===== src/rtl/riscv_core_pkg.sv =====
// Shared core definitions: datapath width, reset PC, RV32 opcodes and fetch FSM encoding.
package riscv_core_pkg;

   localparam int unsigned    CORE_XLEN        = 32;
   localparam logic [31:0]    DEFAULT_RESET_PC = 32'h0000_0000;

   localparam logic [6:0] OPC_BRANCH = 7'b1100011;
   localparam logic [6:0] OPC_LUI    = 7'b0110111;
   localparam logic [6:0] OPC_OP     = 7'b0110011;
   localparam logic [6:0] OPC_OPIMM  = 7'b0010011;
   localparam logic [6:0] OPC_STORE  = 7'b0100011;
   localparam logic [6:0] OPC_LOAD   = 7'b0000011;

   typedef enum logic [1:0] {
      REQ  = 2'd0,
      WAIT = 2'd1,
      DROP = 2'd2
   } fetch_state_e;

endpackage


===== src/rtl/fetch_fifo.sv =====
// Fetch buffer: synchronous FIFO of {pc, instr} entries with flush; head reads 0 when empty.
module fetch_fifo #(
   parameter int unsigned DEPTH = 2,
   parameter int unsigned WIDTH = 64
) (
   input  logic                       clk,
   input  logic                       rst_n,
   input  logic                       push,
   input  logic                       pop,
   input  logic                       flush,
   input  logic [WIDTH-1:0]           wdata,
   output logic [$clog2(DEPTH):0]     count,
   output logic [WIDTH-1:0]           head
);

   localparam int unsigned AW    = $clog2(DEPTH);
   localparam int unsigned CNT_W = AW + 1;

   logic [WIDTH-1:0] mem_r [DEPTH];
   logic [AW-1:0]    wr_ptr_r;
   logic [AW-1:0]    rd_ptr_r;
   logic [CNT_W-1:0] count_r;
   logic             full_s;
   logic             do_push_s;
   logic             do_pop_s;

   assign full_s    = (count_r == CNT_W'(DEPTH));
   assign do_pop_s  = pop & ~flush & (count_r != {CNT_W{1'b0}});
   // A push into a full buffer is only legal when the head leaves in the same cycle.
   assign do_push_s = push & ~flush & (~full_s | do_pop_s);

   assign count = count_r;
   assign head  = (count_r != {CNT_W{1'b0}}) ? mem_r[rd_ptr_r] : {WIDTH{1'b0}};

   // Pointers and occupancy.
   always_ff @(posedge clk or negedge rst_n) begin
      if (!rst_n) begin
         wr_ptr_r <= {AW{1'b0}};
         rd_ptr_r <= {AW{1'b0}};
         count_r  <= {CNT_W{1'b0}};
      end else if (flush) begin
         wr_ptr_r <= {AW{1'b0}};
         rd_ptr_r <= {AW{1'b0}};
         count_r  <= {CNT_W{1'b0}};
      end else begin
         if (do_push_s) wr_ptr_r <= wr_ptr_r + AW'(1);
         if (do_pop_s)  rd_ptr_r <= rd_ptr_r + AW'(1);
         case ({do_push_s, do_pop_s})
            2'b10:   count_r <= count_r + CNT_W'(1);
            2'b01:   count_r <= count_r - CNT_W'(1);
            default: count_r <= count_r;
         endcase
      end
   end

   // Entry storage.
   always_ff @(posedge clk or negedge rst_n) begin
      if (!rst_n) begin
         for (int i = 0; i < int'(DEPTH); i++) mem_r[i] <= {WIDTH{1'b0}};
      end else if (do_push_s) begin
         mem_r[wr_ptr_r] <= wdata;
      end
   end

endmodule


===== src/rtl/instr_fetch_unit.sv =====
// Instruction fetch stage: PC, single-outstanding imem req/gnt/rvalid, fetch buffer to decode.
// Define FETCH_PERF_CNT_EN to add the perf_fetched / perf_stall counters.
module instr_fetch_unit
   import riscv_core_pkg::*;
#(
   parameter int unsigned     XLEN       = CORE_XLEN,
   parameter logic [XLEN-1:0] RESET_PC   = DEFAULT_RESET_PC,
   parameter int unsigned     FIFO_DEPTH = 2
) (
   input  logic            clk,
   input  logic            rst_n,
   output logic            imem_req,
   output logic [XLEN-1:0] imem_addr,
   input  logic            imem_gnt,
   input  logic            imem_rvalid,
   input  logic [XLEN-1:0] imem_rdata,
   input  logic            redirect_valid,
   input  logic [XLEN-1:0] redirect_pc,
   output logic            id_valid,
   input  logic            id_ready,
   output logic [XLEN-1:0] id_instr,
   output logic [XLEN-1:0] id_pc,
   output logic [6:0]      id_opcode
`ifdef FETCH_PERF_CNT_EN
   ,
   output logic [31:0]     perf_fetched,
   output logic [31:0]     perf_stall
`endif
);

   localparam int unsigned CNT_W = $clog2(FIFO_DEPTH) + 1;
   localparam int unsigned SUM_W = CNT_W + 1;

   fetch_state_e      state_r;
   fetch_state_e      state_nxt_s;
   logic [XLEN-1:0]   pc_r;
   logic [XLEN-1:0]   pc_seq_s;
   logic [XLEN-1:0]   pc_nxt_s;
   logic [XLEN-1:0]   req_pc_r;
   logic [XLEN-1:0]   req_pc_nxt_s;
   logic [CNT_W-1:0]  count_s;
   logic [2*XLEN-1:0] head_s;
   logic              outstanding_s;
   logic              space_s;
   logic              req_s;
   logic              push_s;
   logic              pop_s;
   logic [1:0]        redirect_lsb_unused_s;

   assign redirect_lsb_unused_s = redirect_pc[1:0];

   assign outstanding_s = (state_r != REQ);
   assign space_s  = ({1'b0, count_s} + {{CNT_W{1'b0}}, outstanding_s}) < SUM_W'(FIFO_DEPTH);
   assign id_valid = (count_s != {CNT_W{1'b0}});
   assign pop_s    = id_valid & id_ready;
   assign imem_req  = req_s & rst_n;
   assign imem_addr = pc_r;
   assign pc_nxt_s  = redirect_valid ? {redirect_pc[XLEN-1:2], 2'b00} : pc_seq_s;

   assign id_pc     = head_s[2*XLEN-1:XLEN];
   assign id_instr  = head_s[XLEN-1:0];
   assign id_opcode = head_s[6:0];

   // Next-state, request and push decode for the fetch FSM.
   always_comb begin
      state_nxt_s  = state_r;
      pc_seq_s     = pc_r;
      req_pc_nxt_s = req_pc_r;
      req_s        = 1'b0;
      push_s       = 1'b0;
      case (state_r)
         REQ: begin
            if (space_s) begin
               req_s = 1'b1;
               if (imem_gnt) begin
                  req_pc_nxt_s = pc_r;
                  pc_seq_s     = pc_r + XLEN'(4);
                  state_nxt_s  = redirect_valid ? DROP : WAIT;
               end else begin
                  state_nxt_s = REQ;
               end
            end else begin
               state_nxt_s = REQ;
            end
         end
         WAIT: begin
            if (imem_rvalid) begin
               push_s      = ~redirect_valid;
               state_nxt_s = REQ;
            end else begin
               state_nxt_s = redirect_valid ? DROP : WAIT;
            end
         end
         DROP: begin
            // The response arriving here is the stale one, so a same-cycle redirect needs no second drop.
            if (imem_rvalid) begin
               state_nxt_s = REQ;
            end else begin
               state_nxt_s = DROP;
            end
         end
         default: state_nxt_s = REQ;
      endcase
   end

   // Fetch state, PC and the PC of the request in flight.
   always_ff @(posedge clk or negedge rst_n) begin
      if (!rst_n) begin
         state_r  <= REQ;
         pc_r     <= {RESET_PC[XLEN-1:2], 2'b00};
         req_pc_r <= {XLEN{1'b0}};
      end else begin
         state_r  <= state_nxt_s;
         pc_r     <= pc_nxt_s;
         req_pc_r <= req_pc_nxt_s;
      end
   end

   fetch_fifo #(
      .DEPTH (FIFO_DEPTH),
      .WIDTH (2*XLEN)
   ) u_fetch_fifo (
      .clk   (clk),
      .rst_n (rst_n),
      .push  (push_s),
      .pop   (pop_s),
      .flush (redirect_valid),
      .wdata ({req_pc_r, imem_rdata}),
      .count (count_s),
      .head  (head_s)
   );

`ifdef FETCH_PERF_CNT_EN
   // Delivered-instruction and decode-stall counters; both wrap.
   always_ff @(posedge clk or negedge rst_n) begin
      if (!rst_n) begin
         perf_fetched <= 32'd0;
         perf_stall   <= 32'd0;
      end else begin
         if (pop_s)                 perf_fetched <= perf_fetched + 32'd1;
         if (id_valid && !id_ready) perf_stall   <= perf_stall + 32'd1;
      end
   end
`endif

endmodule

===== config.mk =====
export PLATFORM = sky130hd
export DESIGN_NAME = instr_fetch_unit
export DESIGN_NICKNAME = d
export VERILOG_FILES = /design/src/rtl/riscv_core_pkg.sv /design/src/rtl/fetch_fifo.sv /design/src/rtl/instr_fetch_unit.sv
export SDC_FILE = /design/constraint.sdc
export NUM_CORES = 1
export LEC_CHECK = 0
export ABC_CLOCK_PERIOD_IN_PS = 2200
export BUFFER_PORTS_ARGS = -buffer_cell sky130_fd_sc_hd__buf_2
export CORE_MARGIN = 2
export CORE_UTILIZATION = 50
export DETAILED_ROUTE_END_ITERATION = 16
export PLACE_DENSITY_LB_ADDON = 0.05
export SLEW_MARGIN = 20
export SYNTH_ARGS = -nofsm -noshare
export SYNTH_HDL_FRONTEND = slang
export SYNTH_SLANG_ARGS = --single-unit

===== constraint.sdc =====
create_clock -name clk -period 2.2 [get_ports clk]
set_input_delay 0.44 -clock clk [delete_from_list [all_inputs] [get_ports clk]]
set_output_delay 0.44 -clock clk [all_outputs]
set_load 0.02 [all_outputs]

# After elaboration in Yosys (flattened, before gate mapping)
# Cells that the tools add are included.
# W data, S select, Z words.
[totals]
out_inout_bits = 105
inputBits = 70
register_bits = 198
[classes]
add_sub_neg = 6
n_reduce_logical = 12
bitwise_logic = 11
n_eq_ne = 5
magnitude_cmp = 4
mux = 27
[ops]
columns = ["op", "count"]
rows = [
  ["$mux W64", 5],
  ["$bwmux W128", 1],
  ["$mux W32", 4],
  ["$demux W64 S1", 1],
  ["$add A32 B3 Y32 const B", 1],
  ["$reduce_bool A2 Y1", 7],
  ["$mux W2", 6],
  ["$mux W1", 8],
  ["$and A1 B1 Y1", 6],
  ["$eq A2 B2 Y1 const B", 3],
  ["$pmux W2 S3", 1],
  ["$reduce_and A3 Y1", 2],
  ["$eq A2 B1 Y1 const B", 2],
  ["$ge A2 B2 Y1 const B", 2],
  ["$not A1 Y2", 2],
  ["$pmux W2 S2", 1],
  ["$add A2 B1 Y3", 1],
  ["$lt A3 B2 Y1 const B", 1],
  ["$reduce_bool A3 Y1", 1],
  ["$add A1 B1 Y1 const B", 2],
  ["$add A2 B1 Y2 const B", 1],
  ["$logic_not A2 Y1", 1],
  ["$lt A2 B1 Y1 const B", 1],
  ["$not A1 Y1", 2],
  ["3 further kinds", 3],
]

# Depth between registers and ports, before layout
[logic_depth]
depth_word = 9
mapped_depth = 7
depth_no_buf = 5

# Hierarchy
# A second synthesis with hierarchy kept.
[hier_totals]
hier_cells = 795
hier_area_um2 = 9263.9
[modules_own_cells]
columns = ["module", "n_inst", "cells_each", "area_per_inst_um2"]
rows = [
  ["fetch_fifo", 1, 437, 6120.9],
  ["instr_fetch_unit", 1, 358, 3143.0],
]

# Worst setup path after synthesis
# Ideal clock, no wire load.
[synth_path]
path_type = "flip-flop to flip-flop"
from = "register u_fetch_fifo.count_r[1], in the netlist u_fetch_fifo.count[1]"
to = "register pc_r[30], in the netlist imem_addr[30]"
period_less_slack_ns = 2.433
slack_ns = -0.233
stages_incl_launch_ff = 8
path_buffers = 3
setup_time_ns = 0.082
arrival_ns = 2.351
required_time_ns = 2.118
cell_sequence = "dfrtp_1 buf_6 or4b_4 buf_6 or4_4 buf_6 or4_1 a31oi_1"
[synth_between]
elab_chain_cells = 4
[synth_lines]
columns = ["item", "line", "text"]
rows = [
  ["start: declaration", "fetch_fifo.sv:22", "logic [CNT_W-1:0] count_r;"],
  ["start signal: assignment", "fetch_fifo.sv:40", "count_r <= {CNT_W{1'b0}};"],
  ["start signal: assignment", "fetch_fifo.sv:44", "count_r <= {CNT_W{1'b0}};"],
  ["start signal: assignment", "fetch_fifo.sv:49", "2'b10: count_r <= count_r + CNT_W'(1);"],
  ["$add A2 B1 Y3", "instr_fetch_unit.sv:53", "assign space_s = ({1'b0, count_s} + {{CNT_W{1'b0}}, outstanding_s}) < SUM_W'(FIFO_DEPTH);"],
  ["$lt A3 B2 Y1", "instr_fetch_unit.sv:53", ""],
  ["$reduce_bool A2 Y1 (no line)", "n/a", ""],
  ["$reduce_and A3 Y1 (no line)", "n/a", ""],
  ["end signal: assignment", "instr_fetch_unit.sv:110", "pc_r <= {RESET_PC[XLEN-1:2], 2'b00};"],
  ["end signal: assignment", "instr_fetch_unit.sv:114", "pc_r <= pc_nxt_s;"],
  ["end: declaration", "instr_fetch_unit.sv:36", "logic [XLEN-1:0] pc_r;"],
]
# Every way passes these cells.
# A chain may end at the register's enable or synchronous reset.

# Final worst setup path
[layout_path]
from = "register state_r[1]"
to = "output port imem_req"
[layout_between]
elab_chain_cells = 6
elab_cells_between_ends = 7
cone_classes = "1 x add/sub; 1 x order compare; 2 x mux; 1 x bitwise; 2 x reduce/logical"
[layout_lines]
columns = ["item", "line", "text"]
rows = [
  ["start: declaration", "instr_fetch_unit.sv:34", "fetch_state_e state_r;"],
  ["start signal: assignment", "instr_fetch_unit.sv:113", "state_r <= state_nxt_s;"],
  ["$reduce_bool A2 Y1", "instr_fetch_unit.sv:52", "assign outstanding_s = (state_r != REQ);"],
  ["$add A2 B1 Y3", "instr_fetch_unit.sv:53", ""],
  ["$lt A3 B2 Y1", "instr_fetch_unit.sv:53", ""],
  ["$mux W1", "instr_fetch_unit.sv:73", "if (space_s) begin"],
  ["$mux W1 (*)", "instr_fetch_unit.sv:71", "case (state_r)"],
  ["$and A1 B1 Y1 (*)", "instr_fetch_unit.sv:56", "assign imem_req = req_s & rst_n;"],
  ["end: declaration", "instr_fetch_unit.sv:12", "output logic imem_req,"],
]
# Mark *: on every way between the ends. The rest lies on a longest branch, timed or not.

==> summary.txt <==
Max-cap violations - 0
Outcome - finished clean
Share of layout cells above drive strength 1 - 38.86%
Crit end category - output port
Most frequent cell after synthesis - dfrtp_1
Core area - 0.01724 sq mm
Post-Synth Simple-Gate Area - 14.22%
HP Class - in -> async
CTS tree - yes
Fmax - 468.3 MHz
Ys flop type - dfrtp_1
Design area - 0.01072 sq mm
WL/cell - 16.93 um
Clk slew on worst S/H paths - 70 ps
Peak VDD IR - 678.9 uV
Required @ worst endpoint - 1760 ps
Antenna viol nets, final - 0
Avg Vias per Cell - 5.413
WL final - 20,150 um
Grt ovf - 0
Final-stage net count - 1,023
Dominant combinational cell family by area after synthesis - multiplexers
N_diodes - 0
Synth cell count leaders - dfrtp_1 (190), mux2_2 (124), nand2_1 (109)
Compound-Gate Fraction of Synth Area - 4.188%
Post-Synth XOR/XNOR Area - 0.9938%
Fin crit share - 97.06%
Starting DRT DRC Count - 321
Pins Over Slew Limit - 0
Share of the synthesized area in the top cell type - 53.95%
Die width - 136.8 um
Leak - 5.078 nW
Netlist cell types - 47
Area leader, netlist - dfrtp_1
Number of CTS-inserted buffers - 17
Port Buffers - 168
Area growth, synth to finish - 21.62%
Post-route setup TNS - 0 ps
H-tree depth - 4
Ports - 175
Post-DP HPWL - 13,650 um
Pwr Density - 962.0 mW/mm^2
Setup violations, final - 0
Die span in y - 136.8 um
CTS root buf - clkbuf_16
Sequential area share after synthesis - 53.95%
Clock sinks - 190
Via count - 6,442
Vias in the first global route - 6,444
First-pass GRT wire length - 32,080 um
Pre-CTS setup slack - -10.35 ps
Mux cell area share after synthesis - 23.00%
Post-route core utilization - 62.19%
Post-Synth Adder-Cell Area - 0.1420%
CP Max Fanout - 5
Worst slew pin tran - 577.3 ps
Total die area - 0.01870 sq mm
Crit path arrival time - 1700 ps
Seq cells post-synth - 190
Ranking of synthesized cells by area - dfrtp_1 (54%), mux2_2 (16%), mux2i_1 (7.2%)
Startpoint Class - flop
Dpl cell area - 0.01008 sq mm
Final Worst Setup Slack - 64.75 ps
Final worst path period need - 2135 ps
Clk_skew - 11.21 ps
Starting Density - 51.13%
Syn Inst Count - 782
Synthesized area per cell - 11.27 sq um
Post-Syn Area - 0.008813 sq mm
Gr usage total - 21.97%
DRC Markers - 0
TritonRoute pass-1 iters - 5
Initial antenna violation count - 0
Number of synthesized flops with an enable pin - 0
Slew headroom - 61.51%
Row count - 48
Global placement routability congestion - 0.8769
Post-synth ARST share - 100.0%
Longest Clk Path Bufs - 2
Final Hold Viols - 0
Worst Path Class, Setup - reg -> out
Pin count of the biggest net entering global routing - 64
Clk_lat worst skew - 430 ps
Synth warn - 0
RSZ-0062 raised after global routing - yes
-- final cells by class --
cell class	instances	area, sq um
Clock inverter	12	136.4
Sequential cell	190	4758
Clock buffer	20	456.7
Tap cell	225	281.5
Inverter	5	18.77
Multi-Input combinational cell	531	3807
Timing Repair Buffer	207	1260
Fill cell	1405	6518
-- routing by layer --
layer / wire, um / part of all wire [%] / global-route usage [%] / up-vias
met1: 9450 / 47 / 30.66 / 3182
met4: 168 / 0.83 / 6.308 / 0
met5: 0 / 0 / 0 / -
met3: 996 / 4.9 / 3.889 / 15
li1: - / - / - / 3059
met2: 9532 / 47 / 35.36 / 186
-- path summary, 6_finish.rpt --
check	from	to	slack (ps)	depth (start not counted)
max in group asynchronous	rst_n	u_fetch_fifo.mem_r[68]$_DFFE_PN0P_	1150	3
hold reg to reg	req_pc_r[2]$_DFFE_PN0P_	req_pc_r[2]$_DFFE_PN0P_	500	2
setup reg to reg	state_r[1]$_DFF_PN0_	imem_addr[29]$_DFFE_PN0P_	70	4
setup / recovery	state_r[1]$_DFF_PN0_	imem_req	60	3
min in group clk	redirect_pc[4]	imem_addr[4]$_DFFE_PN0P_	220	3
hold / removal	rst_n	u_fetch_fifo.rd_ptr_r$_DFFE_PN0P_	110	2
-- layout by cell type (no fill, tap or decap), types with 15 or more instances in the layout --
| cell | instances |
|---|---|
| a31oi_1 | 15 |
| buf_2 | 167 |
| buf_4 | 30 |
| clkbuf_16 | 18 |
| dfrtp_1 | 189 |
| mux2_2 | 124 |
| mux2i_1 | 63 |
| nand2_1 | 108 |
| nand3_1 | 17 |
| nor2_1 | 85 |
| o21ai_0 | 15 |
| or4_1 | 15 |
-- cell families (layout without fill, tap and decap cells) --
logic type,count (synthesis),after routing
other,1,4
flip-flops,190,190
multiplexers,187,187
XOR/XNOR,10,10
AO/OA/AOI/OAI,57,57
AND/OR/NAND/NOR,272,272
buffers and inverters,64,244
adder cells (fa/ha/maj),1,1
-- repair_timing --
action	4_1_cts	5_1_grt
hold buffers	0	0
resized for setup	0	2
gates cloned	0	1
buffers inserted	2	0
hold endpoints to repair	0	0
pin swaps	0	1
setup endpoints to repair	39	39
-- flip-flops by register name, indices dropped and copies added (netlist names) --
name and flops:
u_fetch_fifo.wr_ptr_r 1, imem_addr 30, u_fetch_fifo.count 2, u_fetch_fifo.mem_r 124
u_fetch_fifo.rd_ptr_r 1, req_pc_r 30, state_r 2
-- power breakdown --
group,switching (W),leakage [nW],internal (W)
Combinational,0.00111,2.38,0.00114
Clock,0.00130,0.283,0.00174
Sequential,0.000573,2.42,0.00444
-- metrics by stage --
stage | total power, W | std cells | hold slack, ps
4_1_cts | 0.01040 | 1189 | 114.4
5_1_grt | 0.01092 | 1190 | 124.1
6_report | 0.01031 | 1190 | 108.3
2_1_floorplan | 0.006552 | 785 | 144.4
3_3_place_gp | 0.007165 | 1155 | 471.1
3_5_place_dp | 0.007333 | 1155 | 482.3
-- worst max-delay path, cell delays in order (launching register included) --
cell and delay, ps:
dfrtp_1 390, buf_4 160, nor4b_1 460, buf_2 260
No activity file was read; power rests on OpenSTA's default activity.
